### src/rtl/fifo_stream_reader.sv
// rtl/fifo_stream_reader.sv - drains a sync FIFO read port into a valid/ready stream framed into fixed bursts
module fifo_stream_reader #(
  parameter int DATA_WIDTH = 8,
  parameter int FWFT_EN    = 0,
  parameter int BURST_LEN  = 16,
  parameter int CNT_WIDTH  = 4
) (
  input  logic                  clk,
  input  logic                  rst,
  input  logic                  en,
  input  logic [DATA_WIDTH-1:0] fifo_dout,
  input  logic                  fifo_empty,
  output logic                  fifo_rd_en,
  output logic [DATA_WIDTH-1:0] m_data,
  output logic                  m_valid,
  input  logic                  m_ready,
  output logic                  m_last,
  output logic [CNT_WIDTH-1:0]  beat_cnt,
  output logic                  burst_done
);

  localparam logic [CNT_WIDTH-1:0] LAST_CNT = CNT_WIDTH'(BURST_LEN - 1);

  logic [DATA_WIDTH-1:0] head_q;
  logic [DATA_WIDTH-1:0] skid_q;
  logic [1:0]            occ_q;
  logic                  inflight_q;
  logic [1:0]            used;
  logic                  pop;
  logic                  push;

  // A read in flight already owns a buffer slot, so it counts toward the limit of 2.
  assign used       = occ_q + {1'b0, inflight_q};
  assign m_valid    = (occ_q != 2'd0);
  assign m_data     = head_q;
  assign pop        = m_valid & m_ready;
  assign m_last     = m_valid & (beat_cnt == LAST_CNT);
  assign fifo_rd_en = en & ~fifo_empty & ~rst &
                      ((used < 2'd2) | ((used == 2'd2) & pop));
  assign push       = (FWFT_EN != 0) ? fifo_rd_en : inflight_q;

  always_ff @(posedge clk) begin
    if (rst) begin
      head_q     <= '0;
      skid_q     <= '0;
      occ_q      <= 2'd0;
      inflight_q <= 1'b0;
      beat_cnt   <= '0;
      burst_done <= 1'b0;
    end else begin
      inflight_q <= (FWFT_EN == 0) ? fifo_rd_en : 1'b0;
      case ({push, pop})
        2'b10: begin
          if (occ_q == 2'd0) head_q <= fifo_dout;
          else               skid_q <= fifo_dout;
          occ_q <= occ_q + 2'd1;
        end
        2'b01: begin
          head_q <= skid_q;
          occ_q  <= occ_q - 2'd1;
        end
        2'b11: begin
          // Simultaneous push/pop keeps occupancy; the skid word advances first.
          if (occ_q == 2'd2) begin
            head_q <= skid_q;
            skid_q <= fifo_dout;
          end else begin
            head_q <= fifo_dout;
          end
        end
        default: ;
      endcase
      burst_done <= pop & m_last;
      if (pop) beat_cnt <= m_last ? '0 : beat_cnt + 1'b1;
    end
  end

endmodule

### config.mk
export PLATFORM = sky130hd
export DESIGN_NAME = fifo_stream_reader
export DESIGN_NICKNAME = d
export VERILOG_FILES = /design/src/rtl/fifo_stream_reader.sv
export SDC_FILE = /design/constraint.sdc
export NUM_CORES = 1
export LEC_CHECK = 0
export BUFFER_PORTS_ARGS = -buffer_cell sky130_fd_sc_hd__buf_2
export CAP_MARGIN = 40
export CORE_MARGIN = 2
export CORE_UTILIZATION = 40
export CTS_CLUSTER_SIZE = 8
export DETAILED_ROUTE_END_ITERATION = 10
export PLACE_DENSITY = 0.63
export SYNTH_ARGS = -nofsm -noshare
export SYNTH_HDL_FRONTEND = slang
export SYNTH_SLANG_ARGS = --single-unit
### constraint.sdc
create_clock -name clk -period 3.19 [get_ports clk]
set_input_delay 0.638 -clock clk [delete_from_list [all_inputs] [get_ports clk]]
set_output_delay 0.638 -clock clk [all_outputs]
set_load 0.05 [all_outputs]
==> metrics.md <==
| Metric | Value |
|---|---|
| Worst-path clk slew | `0.12 ns` |
| Sequential area share after synthesis | `approximately 36%` |
| Worst hold path stage count | `2` |
| Async set-reset flop share out of synthesis | `0%` |
| Post-synth EDFFs | `0` |
| Commonest cells in the netlist | `dfxtp_1 (24), nand2b_1 (17), mux2i_1 (10)` |
| Cells after synthesis | `142` |
| ANT cells | `0` |
| Post-Syn Area | `approximately 0.0013 mm^2` |
| Worst path required time | `around 2.6 ns` |
| Via/cell ratio | `between 5 and 6` |
| Total Routing Usage GR | `between 10 and 15%` |
| R2R Path End | `skid_q[6]` |
| H-Tree Depth | `1` |
| Setup Viol. Count Final | `0` |
| Post-CTS sizing | `0` |
| Mux cell area share after synthesis | `12.5%` |
| Unrepaired setup endpoints after global routing | `false` |
| Post-CTS Repair Setup Buffers | `0` |
| Initial DRT Pass Iterations | `4` |
| Routed WL per cell | `around 13 um` |
| First-pass GRT wire length | `approximately 4200 um` |
| P_sw | `around 0.23 mW` |
| Core Util, Final | `45.2%` |
| Min-delay src | `skid_q[6]` |
| Reg power frac | `between 50% and 60%` |
| Input/output buffers | `28` |
| Max Root-Sink Buffers | `2` |
| CTS tree | `yes` |
| Main combinational cell family by area after synthesis | `simple AND/OR/NAND/NOR gates` |
| IO Pins | `29` |
| Cell variety after synth | `35` |
| Clk pwr share | `between 15 and 20%` |
| Synth Flop Type | `dfxtp_1` |
| Synth Area in XOR/XNOR | `~2.6%` |
| Final Hold Fails | `0` |
| Post-detail-place hpwl | `between 1500 and 2000 um` |
| R2r setup slk | `roughly 1.4 ns` |
| Ys Warns | `0` |
| Largest net degree at the start of global routing | `32` |
| Max frequency | `0.371 GHz` |
| Setup Skew | `0.00282 ns` |
| Max-Cap Viols | `0` |
| Pwr/cell area | `around 440 mW/mm^2` |
| Starting Density | `between 40% and 50%` |
| Fin crit share | `a little over four fifths` |
| Switching share of power | `approximately a third` |
| Worst r2r src | `occ_q[0]` |
| Die ar. | `approximately 0.0038 mm^2` |
| CORE AREA | `about 0.0033 mm^2` |
| CTS buffer count | `3` |
| Die Width | `61.9 um` |
| Final wirelength | `about 2600 um` |
| Worst setup EP type | `output port` |
| Simple-gate share of the synthesized area | `29.4%` |
| DRC | `0` |
| Worst-case reg-to-reg path depth | `3` |
| Worst path bufs/invs | `1` |
| Adder-Cell Fraction of Synth Area | `~1.9%` |
| Synth Area in Compound Gates | `11.0%` |
| Count leader, synth | `dfxtp_1` |
| Startpoint class of the critical path | `register` |
| Cell family with most CP delay | `flip-flops` |
| Fin crit period | `2.70 ns` |
| Slowest stage cell on the critical path | `dfxtp_1` |
| Pint | `approximately 0.43 mW` |
| Cell taking the most area after synthesis | `dfxtp_1` |
| Maximum vdd drop | `roughly 190 uV` |
| Critical path fanouts, max | `18` |
| Outcome | `complete, no violations` |
| CTS root buf | `clkbuf_4` |
| Layout cells sized above 1 | `29.4%` |
| WP data arrival | `2.06 ns` |
| Vias | `1080` |
| Yosys top cell area share | `35.9%` |
| Post-synthesis sequential element count | `24` |
| Net count reported at finish | `180` |
| CP max stage delay | `about 0.78 ns` |
| Vias in the first global route | `just over 900` |
| Die H | `around 62 um` |
| Max-Slew Margin vs Limit | `around 55%` |
| CTS Sinks | `24` |
| Total power | `0.653 mW` |
| Syn nets | `157` |
| Worst-Skew Late Latency | `roughly 0.3 ns` |
| GPL Wtd Cong | `around 0.76` |
| Setup tns final | `0 ns` |
| Site row count | `21` |
| Worst slew pin tran | `around 0.68 ns` |
| Fin. max-slew vios | `0` |
| Initial drt markers | `33` |
| CTS Hold Bufs | `0` |
| P_leak | `just under 0.6 nW` |
| Initial antenna violation count | `0` |
| P&R area growth vs syn | `10.8%` |
| Top cells by area, synth | `dfxtp_1 (36%), nand2b_1 (7.9%), mux2i_1 (7.5%)` |
| Worst hold path class | `register to register` |
| Mean post-synth cell area | `about 9.4 um^2` |
| Combinational power share | `approximately 28%` |
| Worst-path cell chain | `ha_1, o21ai_0, and3_1, buf_2` |
| Endpoint, Worst Hold | `skid_q[6]` |
| ANT nets after route | `0` |
| Crit Path Category | `register to output port` |
| Overflow after GRT | `0` |
## layer usage
layer | global-route usage, % | wire, um
met1 | 20.4 | 1260
met5 | 0 | 0
met2 | 23.2 | 1240
met4 | 7.29 | 65
met3 | 1.24 | 80
## how the worst max path moves through the flow
stage / slack, ns / startpoint / endpoint / depth (start not counted)
6_report: 0.49 / inflight_q / fifo_rd_en / 4
5_1_grt: 0.33 / inflight_q / fifo_rd_en / 4
4_1_cts: 0.47 / inflight_q / fifo_rd_en / 4
3_5_place_dp: 0.82 / inflight_q / fifo_rd_en / 4
3_3_place_gp: 0.87 / inflight_q / fifo_rd_en / 4
2_1_floorplan: 0.77 / beat_cnt[0] / m_last / 3
## area by class of cell
class,instances,area [um^2]
fill,351,1800
multi-input combinational,105,769
timing repair buffer,29,148
inverter,2,7.51
sequential,24,480
tap,46,57.6
clock buffer,3,22.5
## flip-flops by register name, summed over array words and instances (netlist names)
signal	flops
m_data	8
occ_q	2
skid_q	8
beat_cnt	4
inflight_q	1
burst_done	1
## power by group through the flow
stage                     Combinational, mW  Clock (mW)  Sequential (mW)
final                                 0.183       0.128            0.342
after global routing                  0.197       0.147            0.346
after CTS                             0.185       0.134            0.342
after detailed placement              0.185           0            0.349
after global placement                0.183           0            0.346
after floorplan                       0.108           0            0.391
## through the flow
stage / setup WS [ns] / cell area, um^2 / hold WS (ns) / instances
2_1_floorplan: 0.766 / 1340 / 0.448 / 142
3_3_place_gp: 0.870 / 1460 / 0.470 / 206
3_5_place_dp: 0.819 / 1460 / 0.475 / 206
4_1_cts: 0.472 / 1490 / 0.493 / 209
5_1_grt: 0.332 / 1490 / 0.509 / 209
6_report: 0.492 / 1490 / 0.494 / 209
## worst min-delay path, cell delays in order, from the launching register on
cell and delay [ns]:
dfxtp_1 0.33, nand2b_1 0.06, mux2i_1 0.06
## placed cells by master, fill, tap and decap left out, types with 3 or more instances in the layout
| cell | instances |
|---|---|
| mux2i_1 | 10 |
| nand3_1 | 3 |
| nand2_1 | 6 |
| clkbuf_4 | 3 |
| nor3_1 | 8 |
| nor2_1 | 9 |
| mux2_2 | 6 |
| dfxtp_1 | 24 |
| nor4_2 | 7 |
| o21ai_0 | 3 |
| o22ai_1 | 7 |
| buf_2 | 28 |
| and3_1 | 3 |
| a21oi_1 | 4 |
| nand2b_1 | 17 |
## cell families (layout without fill, tap and decap cells)
kind of cell	Yosys count	in the layout
AOI/OAI and AO/OA	22	22
and+or+nand+nor	61	61
muxes	16	16
xor gates and xnor gates	4	4
buffers and inverters	13	34
adders and majority gates	2	2
DFF	24	24
Note: power is estimated with default switching activity, not from simulation.
